## src/rtl/prefix_pkg.sv

```systemverilog
// Shared types and sizing helpers for the sequential Kogge-Stone prefix adder.
package prefix_pkg;

    typedef enum logic [1:0] {
        IDLE   = 2'd0,
        PREFIX = 2'd1,
        DONE   = 2'd2
    } state_e;

    function automatic int levels_f(input int width);
        return $clog2(width);
    endfunction

    // The counter also steps through one extra value, LEVELS, which is the sum-forming cycle.
    function automatic int lvl_w_f(input int width);
        return $clog2(levels_f(width) + 1);
    endfunction

endpackage

```

## src/rtl/prefix_adder_seq_if.sv

```systemverilog
// Operand/result handshake bundle for prefix_adder_seq; sub/ovf exist only with PREFIX_ADDER_SUB_EN.
interface prefix_adder_seq_if #(
    parameter int WIDTH = 16
);
    logic             in_valid;
    logic             in_ready;
    logic [WIDTH-1:0] a;
    logic [WIDTH-1:0] b;
    logic             cin;
    logic             out_valid;
    logic             out_ready;
    logic [WIDTH-1:0] sum;
    logic             cout;
`ifdef PREFIX_ADDER_SUB_EN
    logic             sub;
    logic             ovf;

    modport master (output in_valid, a, b, cin, sub, out_ready,
                    input  in_ready, out_valid, sum, cout, ovf);
    modport slave  (input  in_valid, a, b, cin, sub, out_ready,
                    output in_ready, out_valid, sum, cout, ovf);
`else
    modport master (output in_valid, a, b, cin, out_ready,
                    input  in_ready, out_valid, sum, cout);
    modport slave  (input  in_valid, a, b, cin, out_ready,
                    output in_ready, out_valid, sum, cout);
`endif
endinterface

```

## src/rtl/prefix_black_cell.sv

```systemverilog
// Generate/propagate combining cell used at every bit of the shared prefix row.
module prefix_black_cell (
    input  logic g_hi,
    input  logic p_hi,
    input  logic g_lo,
    input  logic p_lo,
    output logic g_out,
    output logic p_out
);
    assign g_out = g_hi | (p_hi & g_lo);
    assign p_out = p_hi & p_lo;
endmodule

```

## src/rtl/prefix_adder_seq.sv

```systemverilog
// Area-reduced adder: one row of prefix cells reused over log2(WIDTH) levels.
// Optional subtract mode and signed-overflow flag when PREFIX_ADDER_SUB_EN is defined.
module prefix_adder_seq
    import prefix_pkg::*;
#(
    parameter int WIDTH = 16
) (
    input  logic               clk,
    input  logic               rst_n,
    prefix_adder_seq_if.slave  bus
);
    localparam int LEVELS = levels_f(WIDTH);
    localparam int LVL_W  = lvl_w_f(WIDTH);

    state_e             state_q, state_d;
    logic [LVL_W-1:0]   lvl_q, lvl_d;
    logic [WIDTH-1:0]   g_q, g_d, p_q, p_d, p0_q, p0_d, sum_q, sum_d;
    logic               cin_q, cin_d, cout_q, cout_d;
    logic [WIDTH-1:0]   g_cell, p_cell, cell_en;
    logic [WIDTH-1:0]   b_eff;
    logic               cin_eff;

`ifdef PREFIX_ADDER_SUB_EN
    logic ovf_q, ovf_d;
    assign b_eff   = bus.sub ? ~bus.b : bus.b;
    assign cin_eff = bus.sub | bus.cin;
    assign bus.ovf = ovf_q;
`else
    assign b_eff   = bus.b;
    assign cin_eff = bus.cin;
`endif

    // lo-side operand for each level: G/P at distance 2^k, or disabled where i < 2^k.
    // Entry LEVELS is the sum-forming cycle, where no cell result is taken.
    for (genvar i = 0; i < WIDTH; i++) begin : g_col
        logic [LEVELS:0] lo_g, lo_p, lo_en;
        for (genvar k = 0; k < LEVELS; k++) begin : g_lvl
            if (i >= (1 << k)) begin : g_has
                assign lo_g[k]  = g_q[i - (1 << k)];
                assign lo_p[k]  = p_q[i - (1 << k)];
                assign lo_en[k] = 1'b1;
            end else begin : g_none
                assign lo_g[k]  = 1'b0;
                assign lo_p[k]  = 1'b0;
                assign lo_en[k] = 1'b0;
            end
        end
        assign lo_g[LEVELS]  = 1'b0;
        assign lo_p[LEVELS]  = 1'b0;
        assign lo_en[LEVELS] = 1'b0;

        prefix_black_cell u_cell (
            .g_hi  (g_q[i]),
            .p_hi  (p_q[i]),
            .g_lo  (lo_g[lvl_q]),
            .p_lo  (lo_p[lvl_q]),
            .g_out (g_cell[i]),
            .p_out (p_cell[i])
        );
        assign cell_en[i] = lo_en[lvl_q];
    end

    always_comb begin
        state_d = state_q;
        lvl_d   = lvl_q;
        g_d     = g_q;
        p_d     = p_q;
        p0_d    = p0_q;
        cin_d   = cin_q;
        sum_d   = sum_q;
        cout_d  = cout_q;
`ifdef PREFIX_ADDER_SUB_EN
        ovf_d   = ovf_q;
`endif
        case (state_q)
            IDLE: begin
                if (bus.in_valid) begin
                    p0_d    = bus.a ^ b_eff;
                    p_d     = bus.a ^ b_eff;
                    g_d     = bus.a & b_eff;
                    g_d[0]  = (bus.a[0] & b_eff[0]) | ((bus.a[0] ^ b_eff[0]) & cin_eff);
                    cin_d   = cin_eff;
                    lvl_d   = '0;
                    state_d = PREFIX;
                end
            end
            PREFIX: begin
                if (lvl_q == LVL_W'(LEVELS)) begin
                    // G now holds the carry out of each bit position.
                    sum_d   = p0_q ^ {g_q[WIDTH-2:0], cin_q};
                    cout_d  = g_q[WIDTH-1];
`ifdef PREFIX_ADDER_SUB_EN
                    ovf_d   = g_q[WIDTH-2] ^ g_q[WIDTH-1];
`endif
                    state_d = DONE;
                end else begin
                    g_d   = (g_cell & cell_en) | (g_q & ~cell_en);
                    p_d   = (p_cell & cell_en) | (p_q & ~cell_en);
                    lvl_d = lvl_q + LVL_W'(1);
                end
            end
            DONE: begin
                if (bus.out_ready) begin
                    state_d = IDLE;
                end
            end
            default: state_d = IDLE;
        endcase
    end

    always_ff @(posedge clk or negedge rst_n) begin
        if (!rst_n) begin
            state_q <= IDLE;
            lvl_q   <= '0;
            g_q     <= '0;
            p_q     <= '0;
            p0_q    <= '0;
            cin_q   <= 1'b0;
            sum_q   <= '0;
            cout_q  <= 1'b0;
`ifdef PREFIX_ADDER_SUB_EN
            ovf_q   <= 1'b0;
`endif
        end else begin
            state_q <= state_d;
            lvl_q   <= lvl_d;
            g_q     <= g_d;
            p_q     <= p_d;
            p0_q    <= p0_d;
            cin_q   <= cin_d;
            sum_q   <= sum_d;
            cout_q  <= cout_d;
`ifdef PREFIX_ADDER_SUB_EN
            ovf_q   <= ovf_d;
`endif
        end
    end

    assign bus.in_ready  = (state_q == IDLE);
    assign bus.out_valid = (state_q == DONE);
    assign bus.sum       = sum_q;
    assign bus.cout      = cout_q;

endmodule

```

## src/flat_wrapper.sv

```systemverilog
// flat-port wrapper written by rule: the top's interface ports become plain ports
module prefix_adder_seq_flat import prefix_pkg::*;
#(
    parameter int WIDTH = 16
)
  (clk, rst_n, bus_in_valid, bus_a, bus_b, bus_cin, bus_out_ready, bus_in_ready, bus_out_valid, bus_sum, bus_cout);
  prefix_adder_seq_if #(.WIDTH(WIDTH)) bus_i ();
  input  logic clk;
  input  logic rst_n;
  input wire logic [$bits(bus_i.in_valid)-1:0] bus_in_valid;
  input wire logic [$bits(bus_i.a)-1:0] bus_a;
  input wire logic [$bits(bus_i.b)-1:0] bus_b;
  input wire logic [$bits(bus_i.cin)-1:0] bus_cin;
  input wire logic [$bits(bus_i.out_ready)-1:0] bus_out_ready;
  output wire logic [$bits(bus_i.in_ready)-1:0] bus_in_ready;
  output wire logic [$bits(bus_i.out_valid)-1:0] bus_out_valid;
  output wire logic [$bits(bus_i.sum)-1:0] bus_sum;
  output wire logic [$bits(bus_i.cout)-1:0] bus_cout;
  assign bus_i.in_valid = bus_in_valid;
  assign bus_i.a = bus_a;
  assign bus_i.b = bus_b;
  assign bus_i.cin = bus_cin;
  assign bus_i.out_ready = bus_out_ready;
  assign bus_in_ready = bus_i.in_ready;
  assign bus_out_valid = bus_i.out_valid;
  assign bus_sum = bus_i.sum;
  assign bus_cout = bus_i.cout;
  prefix_adder_seq #(.WIDTH(WIDTH)) u_core (.clk(clk), .rst_n(rst_n), .bus(bus_i));
endmodule
```

## config.mk

```make
export PLATFORM = sky130hd
export DESIGN_NAME = prefix_adder_seq_flat
export DESIGN_NICKNAME = d
export VERILOG_FILES = /design/src/rtl/prefix_pkg.sv /design/src/rtl/prefix_adder_seq_if.sv /design/src/rtl/prefix_black_cell.sv /design/src/rtl/prefix_adder_seq.sv /design/src/flat_wrapper.sv
export SDC_FILE = /design/constraint.sdc
export NUM_CORES = 1
export LEC_CHECK = 0
export CORE_MARGIN = 2
export CORE_UTILIZATION = 60
export DETAILED_ROUTE_END_ITERATION = 7
export PLACE_DENSITY_LB_ADDON = 0.08
export SLEW_MARGIN = 0
export SYNTH_ARGS = -nofsm -noshare
export SYNTH_HDL_FRONTEND = slang
export SYNTH_SLANG_ARGS = --single-unit
```

## constraint.sdc

```tcl
create_clock -name clk -period 3.15 [get_ports clk]
set_input_delay 0.945 -clock clk [delete_from_list [all_inputs] [get_ports clk]]
set_output_delay 0.945 -clock clk [all_outputs]
set_load 0.1 [all_outputs]
```

# After elaboration in Yosys (flattened, before gate mapping)
# Memories as Yosys holds them, arrays and structs flattened.
# Index checks and enable logic that the tools add are counted.
# totals
register_bits	71
romBits	40
input_bits	37
output_inout_bits	19
wordCells	167
memories	5
# op_classes
add_sub_neg	1
n_lt_le_gt_ge	1
eq_ne	7
muxes	78
n_bitwise	61
n_reduce_logical	6
# mem_list
memory	words	word_bits	rd	rd_ports_with_merged_regs	write_ports	line_no	source
(no name shown)	8	1	1	0	0	prefix_adder_seq.sv:60	assign cell_en[i] = lo_en[lvl_q];
(no name shown)	8	1	1	0	0	prefix_adder_seq.sv:60	
(no name shown)	8	1	1	0	0	prefix_adder_seq.sv:55	.g_lo (lo_g[lvl_q]),
(no name shown)	8	1	1	0	0	prefix_adder_seq.sv:60	
(no name shown)	8	1	1	0	0	prefix_adder_seq.sv:60	
# ops
cell	n
$bmux 1 s3	30
$and 16x16->16	5
$mux 16	4
$pmux 16 s2	2
$mux 1	35
$and 1x1->1	33
$or 16x16->16	2
$xor 16x16->16	2
$or 1x1->1	17
$not 16->16	1
$mux 2	3
$mux 3	2
$ne 2x2->1 const B	3
$pmux 2 s3	1
$pmux 3 s2	1
$reduce_and 3->1	2
$lt 3x4->1 const B	1
$reduce_and 2->1	2
$add 3x1->3 const B	1
$eq 3x3->1 const B	1
$eq 2x1->1 const B	1
$eq 2x2->1 const B	1
$logic_not 2->1	1
$ne 2x1->1 const B	1
other kinds (2)	2

# Depth between registers and ports, before layout
# Gate-level depths: netlist (run 1).
# depth
word_depth	8
depth_mapped	10
depth_no_buf	6

# Cells and area by module
# From an unflattened synthesis (run 1), not the netlist that was laid out.
# unflattened
hier_cells	454
hier_area_um2	4635.7
# by_module_without_submodules
mod	instances	cells_per_inst	area_each_um2	seq_area_each_um2
prefix_adder_seq	1	424	4410.5	1776.7
prefix_black_cell	15	2	15.0	0.0

# Least setup slack after synthesis (run 1)
# OpenSTA, ideal clock, no wires.
# synth_timing
kind	reg2out
startpoint	register u_core.state_q[0]
endpoint	output bus_out_valid
arrival_time_ns	2.214
t_required_ns	2.205
path_slack_ns	-0.009
path_stages_with_launch	5
cell_sequence	dfrtp_1 > buf_4 > clkbuf_1 > clkbuf_1 > nor2_1
# synth_via
elab_chain_cells	1
# synth_lines
item	line_no	source
from (decl)	prefix_adder_seq.sv:15	state_e state_q, state_d;
from (signal assigned)	prefix_adder_seq.sv:125	state_q <= state_d;
$eq 2x2->1	prefix_adder_seq.sv:140	assign bus.out_valid = (state_q == DONE);
to (decl)	flat_wrapper.sv:16	output wire logic [$bits(bus_i.out_valid)-1:0] bus_out_valid;
# Every way passes these cells.

# Final worst setup path (run 1)
# layout_timing
startpoint	register u_core.state_q[1]
endpoint	output bus_out_valid
# Same word-level chain as after synthesis.

==> flow_summary.yaml, run 1 <==
setup_path:
  crit_path_start_kind: "register"
  crit_path_start: "u_core.state_q[1]"
  worst-path-buf-inv: 2
  cp_max_fo: 11
  critPathRequiredTime_ps: 2200
  endpoint: "bus_out_valid"
  reg2reg_depth: 7
  r2r-end: "u_core.bus.sum[7]"
  ff2ff_setup_slack_ps: 1090
  crit_slowest_cell: "dfrtp_1"
  slowest_delay_ps: 580
  path_depth: 3
  worst_setup_path_end_kind: "output pin"
  crit_arrival_ps: 1480
  crit_chain: "inv_1 > nor2_2 > buf_12"
  timing.rr.start: "u_core.lvl_q[1]"
  cp_top_family: "flip-flops"
  crit_type: "register to output pin"
clocking:
  cts_buffers: 9
  htreeDepth: 3
  root_buffer: "clkbuf_8"
  ctsHoldBuffers: 0
  post_cts_buffers: 0
  path_clk_slew_ps: 70
  ctsResizeCount: 0
  clk_latency_ps: 360
  clock_sinks: 71
  cts_buffer_depth: 2
  tritoncts: "yes"
timing:
  setup_viol: 0
  tns_ps: 0
  tightestPinTransition_ps: 545.0
  fmax_mhz: 413.1
  fin_crit_sh: 0.7685
  hold_violations: 0
  rsz0062_at_grt: "false"
  final-max-slew-violation-count: 0
  max-slew-margin-rel: 0.6366
  post-route-min-period_ps: 2421
  skew_ps: 11.64
die:
  die_h_um: 86.62
  die_width_um: 86.62
  placementRows: 30
  io_pins: 56
  coreArea_um2: 6681
  start_util: 0.6129
  die_area_um2: 7502
finish:
  syn2layout_area_growth_pct: 19.31
  final_area_um2: 4886
  antenna_cells: 0
  drive_above_1_share: 0.1429
  fillers: 534
  final_nets: 541
  layout_commonest_cell: "nand2_1"
  multiInputGateArea_um2: 2140
  layout_common_cells: "103 x nand2_1, 71 x dfrtp_1, 35 x clkdlybuf4s50_1"
  seqCellArea_um2: 1777
global_route:
  grt_pass1_vias: 3290
  grt_max_degree: 72
  grt_pass1_wl_mm: 16.22
  antenna_found_initial: 0
  grt_remaining_overflow: 0
  track_usage: 0.2818
route:
  avgRoutedWirePerCell_um: 16.65
  wl_mm: 9.491
  viasPerCell: 5.833
  drt_iter0_drc: 266
  drc_errors: 0
  vias: 3325
  ant_nets: 0
  first_pass_iters: 4
logic_synthesis:
  ys_seq_area_frac: 0.4339
  async_reset_ff_frac: 1.000
  ys_dominant_reg_cell: "dfrtp_1"
  yosysWarningCount: 0
  synth_edf_count: 0
  synth_seq_cells: 71
  netlist_instances: 434
  synth_cell_types: 43
  syn_avg_cell_area_um2: 9.436
  synthesis.nets: 490
  syn_area_um2: 4095
power_and_ir_drop:
  p_leak_nw: 2.235
  p_per_area_nw_per_um2: 1146
  ir_drop_mv: 0.9229
job:
  maxCapViolCount: 0
place:
  place_area_um2: 4678
  routabilityCongestion: 0.9098
  portBuffers: 55
  hpwlAfterDp_mm: 6.866
worst_hold_path:
  min_path_type: "register to register"
run_status:
  outcome: "finished, final reports clean"
## cells by family after synthesis
kind of cell | after synthesis | share of synthesized area
adders and majority gates | 19 | 0.05805
xor gates and xnor gates | 16 | 0.03422
and+or+nand+nor | 169 | 0.1900
AOI/OAI and AO/OA | 94 | 0.1497
muxes | 25 | 0.08983
buffers and inverters | 40 | 0.04430
DFF | 71 | 0.4339
## metal layers
layer	GRT usage	share of wire
met1	0.4013	0.44
met2	0.4301	0.48
met5	0	0
met4	0.09091	0.016
met3	0.06571	0.060
## worst reg2reg max path, stage by stage, from the launching register on
cell     delay [ps]
dfrtp_1         380
inv_1           140
ha_1            220
and2_1          270
nand3_1         380
buf_4           370
nand2_1         110
o21ai_0          80
## area by class of cell
| class | count | area share |
|---|---|---|
| multi-input cells | 323 | 0.4379 |
| flip-flops and latches | 71 | 0.3636 |
| well taps | 80 | 0.02049 |
| repair buffers | 67 | 0.1255 |
| clock buffers | 11 | 0.03099 |
| inverters | 13 | 0.009987 |
| clock inverters | 5 | 0.01152 |
## cells in the mapped netlist (2+ instances only)
cell / n / share of area
a21o_1: 4 / 0.0073
a21oi_1: 14 / 0.017
a21oi_2: 2 / 0.0043
a221o_1: 3 / 0.0073
a22o_1: 3 / 0.0064
a2bb2oi_1: 6 / 0.013
a31oi_1: 10 / 0.015
a32oi_1: 2 / 0.0043
and2_1: 2 / 0.0031
buf_1: 2 / 0.0018
buf_2: 12 / 0.015
buf_4: 4 / 0.0073
clkbuf_1: 8 / 0.0073
dfrtp_1: 71 / 0.43
ha_1: 19 / 0.058
inv_1: 13 / 0.012
mux2_2: 4 / 0.011
mux2i_1: 12 / 0.029
mux4_2: 9 / 0.049
nand2_1: 103 / 0.094
nand2b_1: 9 / 0.014
nand3_1: 23 / 0.028
nand3b_1: 7 / 0.013
nor2_1: 9 / 0.0082
nor2b_1: 8 / 0.012
o211ai_1: 5 / 0.0092
o21ai_0: 31 / 0.038
o221a_2: 4 / 0.011
o22ai_1: 6 / 0.0092
xnor2_1: 16 / 0.034
## power breakdown
part	switching (W)	internal (W)	total, W
combinational	0.00188	0.00116	0.00303
sequential	0.000486	0.00132	0.00180
clock	0.000351	0.000407	0.000759
total	0.00272	0.00288	0.00560
## how the worst min path moves through the flow
stage,from,to,slack [ps],depth (start not counted)
2_1_floorplan,register,register,460,2
3_3_place_gp,u_core.bus.sum[9],u_core.bus.sum[9],460,2
3_5_place_dp,u_core.bus.sum[3],u_core.bus.sum[3],470,2
4_1_cts,u_core.bus.sum[10],u_core.bus.sum[10],490,2
5_1_grt,u_core.bus.sum[15],u_core.bus.sum[15],510,2
6_report,u_core.bus.sum[10],u_core.bus.sum[10],480,2
## per-stage QoR
| stage | setup WS [ps] | total power (W) | hold WS [ps] | util | cells |
|---|---|---|---|---|---|
| floorplan | 355.2 | 0.004129 | 458.1 | - | 434 |
| global placement | 675.0 | 0.004776 | 463.5 | 0.7002 | 554 |
| detailed placement | 622.5 | 0.004845 | 471.2 | 0.7002 | 554 |
| CTS | 708.0 | 0.005617 | 487.4 | 0.7313 | 570 |
| global route | 633.7 | 0.006010 | 508.0 | 0.7313 | 570 |
| finish | 729.1 | 0.005598 | 481.8 | 0.7313 | 570 |
No activity file was read; power rests on OpenSTA's default activity.
==> run 2, diff against run 1 <==
- CORE_UTILIZATION: 60 -> 50
- clock period: 3.15 -> 2.21 ns (I/O delays scaled with it)
==> flow_summary.yaml, run 2 (synthesized netlist as in run 1, its figures left out) <==
power_and_ir_drop:
  ir_drop_mv: 1.069
  power.total_w: 0.008209
  p_leak_nw: 2.270
  p_per_area_nw_per_um2: 1642
global_route:
  grt_pass1_wl_mm: 16.37
  grt_pass1_vias: 3214
  antenna_found_initial: 0
  grt_max_degree: 34
  grt_remaining_overflow: 0
  track_usage: 0.2399
timing:
  fmax_mhz: 490.9
  post-route-min-period_ps: 2037
  tns_ps: 0
  final-max-slew-violation-count: 0
  max-slew-margin-rel: 0.5979
  setup_viol: 0
  fin_crit_sh: 0.9217
  skew_ps: 10.64
  rsz0062_at_grt: "false"
  hold_violations: 0
  tightestPinTransition_ps: 601.9
finish:
  seqCellArea_um2: 1778
  drive_above_1_share: 0.1521
  multiInputGateArea_um2: 2152
  fillers: 742
  final_core_util: 0.6177
  antenna_cells: 0
  layout_commonest_cell: "nand2_1"
  syn2layout_area_growth_pct: 22.06
  layout_common_cells: "103 x nand2_1, 70 x dfrtp_1, 35 x clkdlybuf4s50_1"
  final_nets: 545
place:
  portBuffers: 55
  hpwlAfterDp_mm: 7.304
  routabilityCongestion: 0.9131
setup_path:
  crit_arrival_ps: 1370
  crit_path_start_kind: "register"
  cp_max_fo: 12
  critPathRequiredTime_ps: 1550
  worst-path-buf-inv: 2
  timing.rr.start: "u_core.lvl_q[1]"
  crit_chain: "inv_1 > nor2_4 > buf_12"
  worst_setup_path_end_kind: "output pin"
  crit_type: "register to output pin"
  ff2ff_setup_slack_ps: 270
  cp_top_family: "flip-flops"
  reg2reg_depth: 6
  crit_slowest_cell: "dfrtp_2"
  slowest_delay_ps: 540
worst_hold_path:
  min_path_type: "input pin to asynchronous set/reset pin"
die:
  start_util: 0.5060
  coreArea_um2: 8093
  die_width_um: 94.50
  die_area_um2: 8930
  placementRows: 33
  io_pins: 56
  die_h_um: 94.50
route:
  wl_mm: 9.973
  first_pass_iters: 4
  avgRoutedWirePerCell_um: 16.68
  drt_iter0_drc: 198
  ant_nets: 0
  drc_errors: 0
  viasPerCell: 5.736
  vias: 3430
run_status:
  outcome: "finished, final reports clean"
clocking:
  cts_buffers: 9
  clock_sinks: 71
  path_clk_slew_ps: 80
  post_cts_buffers: 0
  cts_buffer_depth: 2
  clk_latency_ps: 350
  root_buffer: "clkbuf_8"
  htreeDepth: 3
  tritoncts: "yes"
job:
  maxCapViolCount: 0
run 2: layout make-up:
type	instances	area share
Inverter	13	0.009762
Timing Repair Buffer	71	0.1337
Clock inverter	5	0.01652
Tap cell	105	0.02628
Multi-Input combinational cell	323	0.4305
Sequential cell	71	0.3557
Clock buffer	10	0.02753
run 2: worst max path at each step:
| stage | from | cells after the start | end |
|---|---|---|---|
| 4_1_cts | u_core.state_q[1] | 3 | bus_out_valid |
| 6_report | u_core.state_q[1] | 3 | bus_out_valid |
| 2_1_floorplan | u_core.state_q[0] | 4 | bus_out_valid |
| 3_3_place_gp | bus_in_valid | 4 | register |
| 3_5_place_dp | bus_in_valid | 4 | register |
| 5_1_grt | u_core.state_q[1] | 3 | bus_out_valid |
run 2: power by group:
group          internal (W)  switching (W)
clock              0.000662       0.000516
sequential          0.00188       0.000699
combinational       0.00173        0.00272
run 2: metal layers:
layer,wire (µm),track usage,vias to the layer above
met3,717,0.04230,15
met5,0,0,-
met4,133,0.07367,0
li1,-,-,1645
met1,4486,0.3488,1656
met2,4636,0.3685,114
run 2: what timing repair did:
action	4_1_cts	5_1_grt
endpoints found under the setup margin	1	0
hold buffers	0	0
gates resized for setup	1	0
run 2: through the flow:
stage	hold WS (ps)	instance area, µm²	worst slack [ps]	cells
5_1_grt	336.2	4999	100.2	598
4_1_cts	310.1	4999	156.9	598
2_1_floorplan	367.4	4110	39.62	434
3_3_place_gp	462.4	4777	93.92	583
6_report	299.5	4999	173.1	598
3_5_place_dp	471.6	4777	13.58	583
==> run 3, diff against run 2 <==
- CELL_PAD_IN_SITES_DETAIL_PLACEMENT: default -> 1
- CELL_PAD_IN_SITES_GLOBAL_PLACEMENT: default -> 1
- CORE_UTILIZATION: 50 -> 38
==> flow_summary.yaml, run 3 (synthesized netlist as in run 1, its figures left out) <==
run_status:
  outcome: "finished, final reports clean"
setup_path:
  ff2ff_setup_slack_ps: 210
  reg2reg_depth: 7
  critPathRequiredTime_ps: 1550
  cp_max_fo: 8
  worst_setup_path_end_kind: "output pin"
  crit_arrival_ps: 1390
  crit_type: "register to output pin"
  crit_path_start_kind: "register"
  timing.rr.start: "u_core.lvl_q[0]"
  r2r-end: "u_core.bus.sum[2]"
route:
  avgRoutedWirePerCell_um: 17.93
  viasPerCell: 5.412
  drc_errors: 0
  wl_mm: 11.28
  drt_iter0_drc: 126
  ant_nets: 0
  first_pass_iters: 4
  vias: 3404
clocking:
  htreeDepth: 3
  clock_sinks: 71
  cts_buffer_depth: 2
  cts_buffers: 9
  post_cts_buffers: 0
  ctsHoldBuffers: 0
  path_clk_slew_ps: 80
  tritoncts: "yes"
  clk_latency_ps: 350
  ctsResizeCount: 0
  root_buffer: "clkbuf_8"
place:
  place_ws_ps: -13.25
  portBuffers: 55
  routabilityCongestion: 0.8179
  hpwlAfterDp_mm: 8.451
  dp.cells: 613
global_route:
  antenna_found_initial: 0
  grt_max_degree: 45
  grt_pass1_wl_mm: 18.98
  grt_pass1_vias: 3655
  track_usage: 0.2120
  grt_remaining_overflow: 0
timing:
  post-route-min-period_ps: 2052
  fin_crit_sh: 0.9285
  fin_ws_ps: 158.0
  rsz0062_at_grt: "false"
  skew_ps: 10.83
  tightestPinTransition_ps: 706.1
  holdWs_ps: 308.5
  fmax_mhz: 487.3
  hold_violations: 0
  final-max-slew-violation-count: 0
  setup_viol: 0
  max-slew-margin-rel: 0.5283
die:
  die_area_um2: 11620
  io_pins: 56
  start_util: 0.3932
  die_h_um: 107.8
  placementRows: 37
  coreArea_um2: 10420
  die_width_um: 107.8
finish:
  syn2layout_area_growth_pct: 22.85
  layout_common_cells: "103 x nand2_1, 71 x dfrtp_1, 35 x clkdlybuf4s50_1"
  final_nets: 544
  fillers: 1212
  drive_above_1_share: 0.1481
  antenna_cells: 0
  instances_no_fill: 629
  layout_commonest_cell: "nand2_1"
power_and_ir_drop:
  p_leak_nw: 2.262
  ir_drop_mv: 1.124
  power.total_w: 0.008234
  p_per_area_nw_per_um2: 1637
worst_hold_path:
  min_path_type: "input pin to asynchronous set/reset pin"
job:
  maxCapViolCount: 0
[run 3: cell types whose count changed in the layout (fill, tap and decap cells not counted), sizes merged]
| cell | previous run | this run |
|---|---|---|
| buf | 36 | 35 |
| bufinv | 2 | 1 |
| clkbuf | 10 | 11 |
| clkinv | 3 | 2 |
| clkinvlp | 0 | 1 |
| inv | 13 | 14 |
[run 3: worst max-delay path, stage by stage, from the launching register on]
cell and delay [ps]:
dfrtp_1 540, inv_1 190, nor2_4 130, buf_12 180
[run 3: per-layer routing]
| layer | vias up | GRT usage | routed length, µm | share of wire |
|---|---|---|---|---|
| met4 | 0 | 0.05403 | 108 | 0.0096 |
| met5 | - | 0 | 0 | 0 |
| met1 | 1696 | 0.2996 | 5493 | 0.49 |
| li1 | 1640 | - | - | - |
| met3 | 10 | 0.03814 | 429 | 0.038 |
| met2 | 58 | 0.3360 | 5249 | 0.47 |
[run 3: how the worst max path moves through the flow]
stage | from | end | slack [ps] | depth (start not counted)
after floorplan | u_core.state_q[0] | bus_out_valid | 40 | 4
after global placement | bus_in_valid | register | 50 | 4
after detailed placement | bus_in_valid | register | -10 | 4
after CTS | u_core.state_q[1] | bus_out_valid | 120 | 3
after global routing | u_core.state_q[1] | bus_out_valid | 30 | 3
final | u_core.state_q[1] | bus_out_valid | 160 | 3
[run 3: layout make-up]
class / count / area (µm²) / area share
multi-input cells: 323 / 2152 / 0.4278
flip-flops and latches: 71 / 1777 / 0.3531
repair buffers: 70 / 685.7 / 0.1363
well taps: 136 / 170.2 / 0.03382
clock buffers: 11 / 141.4 / 0.02810
clock inverters: 5 / 56.30 / 0.01119
inverters: 13 / 48.80 / 0.009699
[run 3: per-stage QoR]
step                  util  setup TNS [ps]  cell area (µm²)
floorplan                -               0             4110
global placement    0.4640               0             4833
detailed placement  0.4640          -31.03             4833
CTS                 0.4830               0             5031
global route        0.4830               0             5031
finish              0.4830               0             5031
[run 3: power by group]
part / internal [W] / total, W / switching [W] / leakage, nW
clock network: 0.000553 / 0.00107 / 0.000513 / 0.0997
registers: 0.00188 / 0.00260 / 0.000716 / 0.905
logic: 0.00177 / 0.00457 / 0.00281 / 1.26
